==> config.mk <==
export PLATFORM = sky130hd
export DESIGN_NAME = spart_tx_param
export DESIGN_NICKNAME = d
export VERILOG_FILES = /design/src/rtl/spart_pkg.sv /design/src/rtl/spart_tx_fifo.sv /design/src/rtl/spart_tx_param.sv
export SDC_FILE = /design/constraint.sdc
export NUM_CORES = 1
export LEC_CHECK = 0
export ABC_AREA = 1
export ABC_CLOCK_PERIOD_IN_PS = 2600
export CAP_MARGIN = 20
export CORE_AREA = 2 2 76 78
export CTS_BUF_LIST = sky130_fd_sc_hd__clkbuf_8
export CTS_CLUSTER_SIZE = 8
export DETAILED_ROUTE_END_ITERATION = 8
export DIE_AREA = 0 0 78 80
export HOLD_SLACK_MARGIN = 0.1
export PLACE_DENSITY = 0.79
export SYNTH_ARGS = -nofsm -noshare
export SYNTH_HDL_FRONTEND = slang
export SYNTH_HIERARCHICAL = 1
export SYNTH_SLANG_ARGS = --single-unit
==> constraint.sdc <==
create_clock -name clk -period 2.6 [get_ports clk]
set_clock_uncertainty 0.1 [all_clocks]
set_input_delay 0.65 -clock clk [delete_from_list [all_inputs] [get_ports clk]]
set_output_delay 0.65 -clock clk [all_outputs]
set_load 0.005 [all_outputs]
==> src/rtl/spart_pkg.sv <==
// Shared definitions for the parametrised SPART transmitter: parity modes and
// the transmit state machine encoding.
package spart_pkg;

   localparam logic [1:0] PAR_NONE = 2'd0;
   localparam logic [1:0] PAR_EVEN = 2'd1;
   localparam logic [1:0] PAR_ODD  = 2'd2;

   typedef enum logic [2:0] {
      IDLE,
      START,
      DATA,
      PARITY,
      STOP
   } tx_state_t;

   // Mode 3 is reserved and behaves like PAR_NONE.
   function automatic logic parity_on(input logic [1:0] mode);
      return (mode == PAR_EVEN) || (mode == PAR_ODD);
   endfunction

endpackage

==> src/rtl/spart_tx_fifo.sv <==
// Small synchronous FIFO feeding the transmitter; the head is visible
// combinationally so the FSM can load it on the same edge it pops.
module spart_tx_fifo #(
   parameter int WIDTH = 8,
   parameter int DEPTH = 4
) (
   input  logic                     clk,
   input  logic                     rst,
   input  logic                     push,
   input  logic                     pop,
   input  logic [WIDTH-1:0]         wdata,
   output logic [WIDTH-1:0]         rdata,
   output logic                     full,
   output logic                     empty,
   output logic [$clog2(DEPTH):0]   count
);

   localparam int AW = $clog2(DEPTH);
   localparam logic [AW:0] FULL_COUNT = (AW+1)'(DEPTH);

   logic [WIDTH-1:0] mem [DEPTH];
   logic [AW-1:0]    wr_ptr_reg;
   logic [AW-1:0]    rd_ptr_reg;
   logic [AW:0]      count_reg;
   logic             do_push;
   logic             do_pop;

   // A full FIFO rejects a push even if a pop frees a slot on the same edge.
   assign full    = (count_reg == FULL_COUNT);
   assign empty   = (count_reg == '0);
   assign do_push = push && !full;
   assign do_pop  = pop && !empty;
   assign rdata   = mem[rd_ptr_reg];
   assign count   = count_reg;

   always_ff @(posedge clk) begin
      if (do_push) begin
         mem[wr_ptr_reg] <= wdata;
      end
   end

   always_ff @(posedge clk or posedge rst) begin
      if (rst) begin
         wr_ptr_reg <= '0;
         rd_ptr_reg <= '0;
         count_reg  <= '0;
      end else begin
         if (do_push) begin
            wr_ptr_reg <= wr_ptr_reg + 1'b1;
         end
         if (do_pop) begin
            rd_ptr_reg <= rd_ptr_reg + 1'b1;
         end
         case ({do_push, do_pop})
            2'b10:   count_reg <= count_reg + 1'b1;
            2'b01:   count_reg <= count_reg - 1'b1;
            default: count_reg <= count_reg;
         endcase
      end
   end

endmodule

==> src/rtl/spart_tx_param.sv <==
// Parametrised SPART transmitter: queued characters are framed with optional
// parity and one or two stop bits, timed by the shared oversampling baud tick.
module spart_tx_param
   import spart_pkg::*;
#(
   parameter int DATA_W     = 8,
   parameter int OVERSAMPLE = 16,
   parameter int FIFO_DEPTH = 4
) (
   input  logic                           clk,
   input  logic                           rst,
   input  logic                           enable,
   input  logic                           write,
   input  logic [DATA_W-1:0]              data,
   input  logic [1:0]                     parity_mode,
   input  logic                           two_stop,
   output logic                           TxD,
   output logic                           TBR,
   output logic                           busy,
   output logic [$clog2(FIFO_DEPTH):0]    fifo_count,
   output logic                           overrun
);

   localparam int TW = (OVERSAMPLE > 1) ? $clog2(OVERSAMPLE) : 1;
   localparam int BW = $clog2(DATA_W);
   localparam logic [TW-1:0] LAST_TICK = TW'(OVERSAMPLE - 1);
   localparam logic [BW-1:0] LAST_BIT  = BW'(DATA_W - 1);

   tx_state_t         state_reg;
   logic [TW-1:0]     tick_reg;
   logic [BW-1:0]     bit_cnt_reg;
   logic [DATA_W-1:0] shift_reg;
   logic              parity_en_reg;
   logic              parity_bit_reg;
   logic              two_stop_reg;
   logic              txd_reg;
   logic              overrun_reg;

   logic              fifo_full;
   logic              fifo_empty;
   logic              fifo_pop;
   logic [DATA_W-1:0] fifo_head;
   logic [DATA_W:0]   par_chain;
   logic              bit_end;
   logic              last_stop;

   spart_tx_fifo #(
      .WIDTH (DATA_W),
      .DEPTH (FIFO_DEPTH)
   ) u_fifo (
      .clk   (clk),
      .rst   (rst),
      .push  (write),
      .pop   (fifo_pop),
      .wdata (data),
      .rdata (fifo_head),
      .full  (fifo_full),
      .empty (fifo_empty),
      .count (fifo_count)
   );

   assign par_chain[0] = 1'b0;
   for (genvar gi = 0; gi < DATA_W; gi++) begin : g_par
      assign par_chain[gi+1] = par_chain[gi] ^ fifo_head[gi];
   end

   assign bit_end   = enable && (state_reg != IDLE) && (tick_reg == LAST_TICK);
   assign last_stop = (state_reg == STOP) && bit_end && (!two_stop_reg || (bit_cnt_reg != '0));
   // Popping at the end of the last stop bit chains frames with no idle gap.
   assign fifo_pop  = !fifo_empty && ((state_reg == IDLE) || last_stop);

   always_ff @(posedge clk or posedge rst) begin
      if (rst) begin
         state_reg      <= IDLE;
         tick_reg       <= '0;
         bit_cnt_reg    <= '0;
         shift_reg      <= '0;
         parity_en_reg  <= 1'b0;
         parity_bit_reg <= 1'b0;
         two_stop_reg   <= 1'b0;
         txd_reg        <= 1'b1;
      end else if (fifo_pop) begin
         state_reg      <= START;
         tick_reg       <= '0;
         bit_cnt_reg    <= '0;
         shift_reg      <= fifo_head;
         parity_en_reg  <= parity_on(parity_mode);
         parity_bit_reg <= par_chain[DATA_W] ^ (parity_mode == PAR_ODD);
         two_stop_reg   <= two_stop;
         txd_reg        <= 1'b0;
      end else if ((state_reg != IDLE) && enable) begin
         tick_reg <= bit_end ? '0 : tick_reg + 1'b1;
         if (bit_end) begin
            case (state_reg)
               START: begin
                  state_reg   <= DATA;
                  bit_cnt_reg <= '0;
                  txd_reg     <= shift_reg[0];
               end
               DATA: begin
                  if (bit_cnt_reg == LAST_BIT) begin
                     bit_cnt_reg <= '0;
                     if (parity_en_reg) begin
                        state_reg <= PARITY;
                        txd_reg   <= parity_bit_reg;
                     end else begin
                        state_reg <= STOP;
                        txd_reg   <= 1'b1;
                     end
                  end else begin
                     bit_cnt_reg <= bit_cnt_reg + 1'b1;
                     shift_reg   <= shift_reg >> 1;
                     txd_reg     <= shift_reg[1];
                  end
               end
               PARITY: begin
                  state_reg   <= STOP;
                  bit_cnt_reg <= '0;
                  txd_reg     <= 1'b1;
               end
               STOP: begin
                  if (last_stop) begin
                     state_reg <= IDLE;
                     txd_reg   <= 1'b1;
                  end else begin
                     bit_cnt_reg <= bit_cnt_reg + 1'b1;
                  end
               end
               default: begin
                  state_reg <= IDLE;
                  txd_reg   <= 1'b1;
               end
            endcase
         end
      end
   end

   always_ff @(posedge clk or posedge rst) begin
      if (rst) begin
         overrun_reg <= 1'b0;
      end else begin
         overrun_reg <= write && fifo_full;
      end
   end

   assign TxD     = txd_reg;
   assign TBR     = !fifo_full;
   assign busy    = (state_reg != IDLE) || (fifo_count != '0);
   assign overrun = overrun_reg;

endmodule

==> flow_summary.ini, run 1 <==
[global_routing]
gr-total-overflow = 0
grt_use_total_pct = 21.8
grt_first_pass_wirelength_mm = 10.4
antenna_found_initial = 0
grt_max_degree = 34
first_global_vias = 2370

[sta]
worstMarginPinSlew_ns = 0.470
grt_setup_unrepaired = false
maxSlewViolCount = 0
layout_setup_ws_ns = 0.0774
post-route-period-util_pct = 97.0
setup_viol_count_final = 0
setup_tns_ns = 0
finalCriticalPeriod_ns = 2.52
fmax_ghz = 0.396
relSlewSlack_pct = 68.6
hold_violations = 0

[critical_path]
crit_path_start_kind = register
reg2reg_depth = 16
crit_buf_inv = 1
cp_top_family = simple AND/OR/NAND/NOR gates
arrival_ns = 1.77
worstPathMaxFanout = 4
crit_chain = nor2_4 > nand2_4 > or4_2 > clkdlybuf4s15_1
worstPathRequired_ns = 1.85
cpPeakStageDelay_ns = 0.54
r2r_setup_slack_ns = 0.16
cp-end-kind = primary output
crit_type = register to primary output
r2r_end = u_fifo/count[2]
slowest_stage = or4_2
r2r_start = tick_reg[1]

[clock_tree]
clock-root-buffer = clkbuf_8
clock_latency_ns = 0.34
clock_path_buffers = 2
cts_tree = built
cts_made_buffers = 9
cts_sinks = 62
clkTransAtPathRegs_ns = 0.08
htree_levels = 3

[run]
maxCapViolCount = 0

[drt]
first_pass_iters = 4
num_vias = 2287
drt_iter0_drc = 142
drcViolationCount = 0
postRouteAntennaNets = 0
routed_via_density = 5.09
routed_wl_mm = 5.95
wl_per_cell_um = 13.3

[synthesis]
ys_seq_area_share_pct = 54.6
syn_inst = 334
synth_cell_types = 31
muxShareOfSynthArea_pct = 0
synth-simple-area-share_pct = 22.5
synth_edf_count = 32
synth_compound_area_share_pct = 7.30
ys_warn_count = 6
synth_top_family_by_area = simple AND/OR/NAND/NOR gates
synth_fp_nets = 360
yosys_register_bits = 62
synthAdderAreaFrac_pct = 4.63
synth_xor_xnor_area_share_pct = 1.95
async_flop_share_pct = 48.4
syn_area_um2 = 3140
syn_avg_cell_area_um2 = 9.39
synthFlopType = edfxtp_1

[die]
pin_count = 22
dieArea_um2 = 6240
core-area_um2 = 5410
die_h_um = 80
fp.dieW_um = 78
start_util_pct = 58.0
row_count = 27

[layout]
layout-drive-gt1-share_pct = 12.5
area_growth_pct = 17.9
fin_cells = 449
fill_cells = 404
final_nets = 398
final_area_um2 = 3700
multiInputGateArea_um2 = 1150
antenna_cells = 0
regArea_um2 = 1710
largest_register_ffs = 32

[min_path]
hold_start = TxD
hold-path-cell-count = 2
holdCritPathClass = register to register
whs_endpoint = TxD

[placement]
place_ws_ns = -0.0741
place_congestion = 0.871
numPortBuffers = 21
dp_hpwl_mm = 4.06
placed_area_um2 = 3460
place_inst = 431

[power]
p_per_area_nw_per_um2 = 1210
p_leak_nw = 1.73
ir_worst_vdd_v = 0.000581

[run_status]
status = finished clean
==> cells in the final DEF (no fill, tap or decap), drive strengths merged, types with 2 or more instances in the layout <==
master	netlist	final
buf	6	13
bufinv	0	2
clkbuf	1	9
clkdlybuf4s50	0	20
clkinv	0	2
clkinvlp	0	2
dfrtp	29	29
edfxtp	32	32
ha	10	10
inv	58	59
nand2	97	97
nand3	34	34
nand4	5	5
nor2	14	14
nor3	2	2
o211ai	19	19
o21ai	13	13
xnor2	5	5
xor2	2	2
==> layout make-up <==
cell class                      count  share of cell area, %
Multi-Input combinational cell    207                   31.0
Clock buffer                        9                   3.35
Clock inverter                      7                   2.64
Sequential cell                    62                   46.3
Tap cell                           72                   2.44
Timing Repair Buffer               34                   8.32
Inverter                           58                   5.89
==> power breakdown <==
group	switching [mW]	internal, mW
Clock	0.399	0.542
Combinational	1.22	0.768
Sequential	0.182	1.35
==> worst max path at each step <==
stage,cells past startpoint,from,endpoint
after floorplan,17,tick_reg[0],u_fifo/count[2]
after global placement,14,enable,u_fifo/count[2]
after detailed placement,14,enable,u_fifo/count[2]
after CTS,4,state_reg[0],busy
after global routing,16,tick_reg[1],u_fifo/count[2]
final,4,state_reg[1],busy
==> logic make-up (layout without fill, tap and decap cells) <==
family	after synthesis	after routing
compound gates	35	35
buf+inv	65	108
xor+xnor	7	7
fa+ha+maj	11	11
simple gates	154	154
flops	62	62
==> metrics by stage <==
stage | total power [mW] | hold slack (ns) | util, %
after floorplan | 3.03 | 0.349 | -
after global placement | 3.40 | 0.362 | 63.9
after detailed placement | 3.50 | 0.371 | 63.9
after CTS | 4.49 | 0.382 | 68.4
after global routing | 4.84 | 0.407 | 68.4
final | 4.46 | 0.376 | 68.4
==> cells in the mapped netlist, types with 2 or more instances <==
cell type / instances / area [um^2]
dfrtp_1: 29 / 726
nor2_1: 13 / 48.8
buf_6: 2 / 22.5
inv_1: 54 / 203
nand2_1: 91 / 342
nand3_1: 31 / 155
xor2_1: 2 / 17.5
o211ai_1: 19 / 143
buf_4: 3 / 22.5
xnor2_1: 5 / 43.8
nand4_1: 5 / 31.3
edfxtp_1: 32 / 961
nand2_4: 4 / 45.0
inv_2: 4 / 15.0
nand2_2: 2 / 12.5
nand3_2: 3 / 30.0
ha_1: 10 / 125
o21ai_0: 12 / 60.1
==> metal layers <==
layer	GRT usage (%)	part of all wire [%]	up-vias
li1	-	-	1173
met3	4.07	3.4	11
met5	0	0	-
met2	37.3	51	34
met1	25.8	43	1069
met4	12.8	2.1	0
==> worst min-delay path: stages, from the launching register on <==
cell	delay, ns
dfstp_2	0.37
nand2_1	0.05
o21ai_1	0.06
==> repair_timing <==
action | CTS | global route
cloned | 0 | 0
pin swaps | 0 | 1
hold endpoints to repair | 0 | 0
setup buffers | 2 | 0
gates resized for setup | 2 | 1
hold buffers | 0 | 0
endpoints found under the setup margin | 1 | 1
Power figures use the tool's default switching activity.
==> run 2, diff against run 1 <==
- SLEW_MARGIN: unset -> 5
==> results of run 2 <==
Same layout as run 1: the final DEF is identical, and so are final timing and power.
==> run 3, diff against run 2 <==
- CORE_AREA: 2 2 76 78 -> 2 2 87 89
- DIE_AREA: 0 0 78 80 -> 0 0 89 91
- PLACE_DENSITY: 0.79 -> unset
- TNS_END_PERCENT: unset -> 5
==> run 3 against run 2 <==
Register-to-register slack better by 0.14 ns. Utilization is 16 points lower. Critical path depth stayed put. Hold slack got worse by 0.0011 ns. Die area rose by 30%. Sequential share of layout area is 0.14 points lower. Global-route usage down 5.5 points. Fmax barely moved. Final cell count up 6.0%. Combinational power is essentially flat. Total power decreased by 2.8%. Critical endpoint unchanged. Largest cell class unchanged. Largest power group unchanged.
==> flow_summary.ini, run 3 (synthesis results as in run 1) <==
[die]
pin_count = 22
start_util_pct = 44.0
die_h_um = 91
dieArea_um2 = 8100
core-area_um2 = 7140
fp.dieW_um = 89
row_count = 31

[critical_path]
worstPathMaxFanout = 4
slowest_stage = or4_2
worstPathRequired_ns = 1.85
crit_type = register to primary output
arrival_ns = 1.77
crit_path_start_kind = register
cpPeakStageDelay_ns = 0.54
cp-end-kind = primary output
crit_chain = nor2_4 > nand2_4 > or4_2 > clkdlybuf4s15_1

[layout]
antenna_cells = 0
regArea_um2 = 1710
multiInputGateArea_um2 = 1150
final_cell_mix = nand2_1, inv_1, edfxtp_1
area_growth_pct = 18.2
largest_register_ffs = 32
layout_commonest_cell = nand2_1
fin_cells = 476
final_nets = 398
fill_cells = 697
final_util_pct = 52.0
final_area_um2 = 3710
layout-drive-gt1-share_pct = 12.5

[drt]
postRouteAntennaNets = 0
routed_wl_mm = 5.81
drcViolationCount = 0
wl_per_cell_um = 12.2
routed_via_density = 4.69
num_vias = 2231
drt_iter0_drc = 140
first_pass_iters = 4

[global_routing]
grt_use_total_pct = 16.3
grt_max_degree = 34
gr-total-overflow = 0
grt_first_pass_wirelength_mm = 10.1
antenna_found_initial = 0
first_global_vias = 2192

[clock_tree]
clkTransAtPathRegs_ns = 0.07
clock_path_buffers = 2
clock_latency_ns = 0.34
htree_levels = 3
clock-root-buffer = clkbuf_8
cts_made_buffers = 9
cts_tree = built
cts_sinks = 62
cts_hold_buffers = 0

[placement]
place_congestion = 0.776
dp_hpwl_mm = 4.09
place_inst = 459
placed_area_um2 = 3500
numPortBuffers = 21

[sta]
setup_viol_count_final = 0
fmax_ghz = 0.397
post-route-period-util_pct = 97.0
relSlewSlack_pct = 67.6
finalCriticalPeriod_ns = 2.52
worstMarginPinSlew_ns = 0.485
hold_slack_ns = 0.375
maxSlewViolCount = 0
hold_violations = 0

[min_path]
holdCritPathClass = primary input to asynchronous set/reset pin

[power]
p_total_mw = 4.33
p_leak_nw = 1.72
p_per_area_nw_per_um2 = 1170
ir_worst_vdd_v = 0.000570

[run]
maxCapViolCount = 0

[run_status]
status = finished clean
## run 3: worst max-delay path, delay by kind of cell, from the launching register on
kind,cells,cell delay (ns)
DFF,1,0.42
buffers and inverters,1,0.23
and+or+nand+nor,3,0.79
## run 3: area by class of cell
type | instances | share of cell area (%)
Multi-Input combinational cell | 207 | 30.9
Clock inverter | 7 | 2.02
Inverter | 58 | 5.87
Timing Repair Buffer | 34 | 8.30
Clock buffer | 9 | 3.34
Tap cell | 99 | 3.34
Sequential cell | 62 | 46.2
## run 3: worst paths after layout
| check | from | to | slack [ns] | cells after the start |
|---|---|---|---|---|
| setup / recovery | state_reg[0] | busy | 0.08 | 4 |
| hold / removal | rst | overrun | 0.38 | 2 |
| setup reg to reg | tick_reg[1] | u_fifo/count[2] | 0.30 | 16 |
| hold reg to reg | TxD | TxD | 0.38 | 2 |
| max in group asynchronous | rst | TxD | 1.50 | 3 |
| min in group clk | TxD | TxD | 0.38 | 2 |
## run 3: routing by layer
metal  global-route usage [%]  vias to the layer above  wire length [um]  part of all wire [%]
met1                     20.5                     1024              2770                    48
met2                     26.7                       25              2820                    49
met4                     6.97                        0                94                   1.6
met3                     3.55                       10               127                   2.2
li1                         -                     1172                 -                     -
met5                        0                        -                 0                     0
## run 3: what timing repair did
action                                  in CTS  in global routing
endpoints found under the setup margin       1                  1
resized for setup                            2                  1
pin swaps                                    1                  1
cloned                                       0                  0
hold endpoints to repair                     0                  0
buffers inserted                             1                  0
## run 3: where the power goes
part	internal, mW	switching, mW	leakage (nW)
Combinational	0.770	1.21	0.956
Clock	0.443	0.391	0.0914
Sequential	1.35	0.169	0.671
## run 3: per-stage QoR
step / setup slack [ns] / setup TNS, ns
2_1_floorplan: 0.273 / 0
3_3_place_gp: -0.0549 / -0.0549
3_5_place_dp: -0.117 / -0.117
4_1_cts: 0.0181 / 0
5_1_grt: -0.000000333 / 0
6_report: 0.0783 / 0
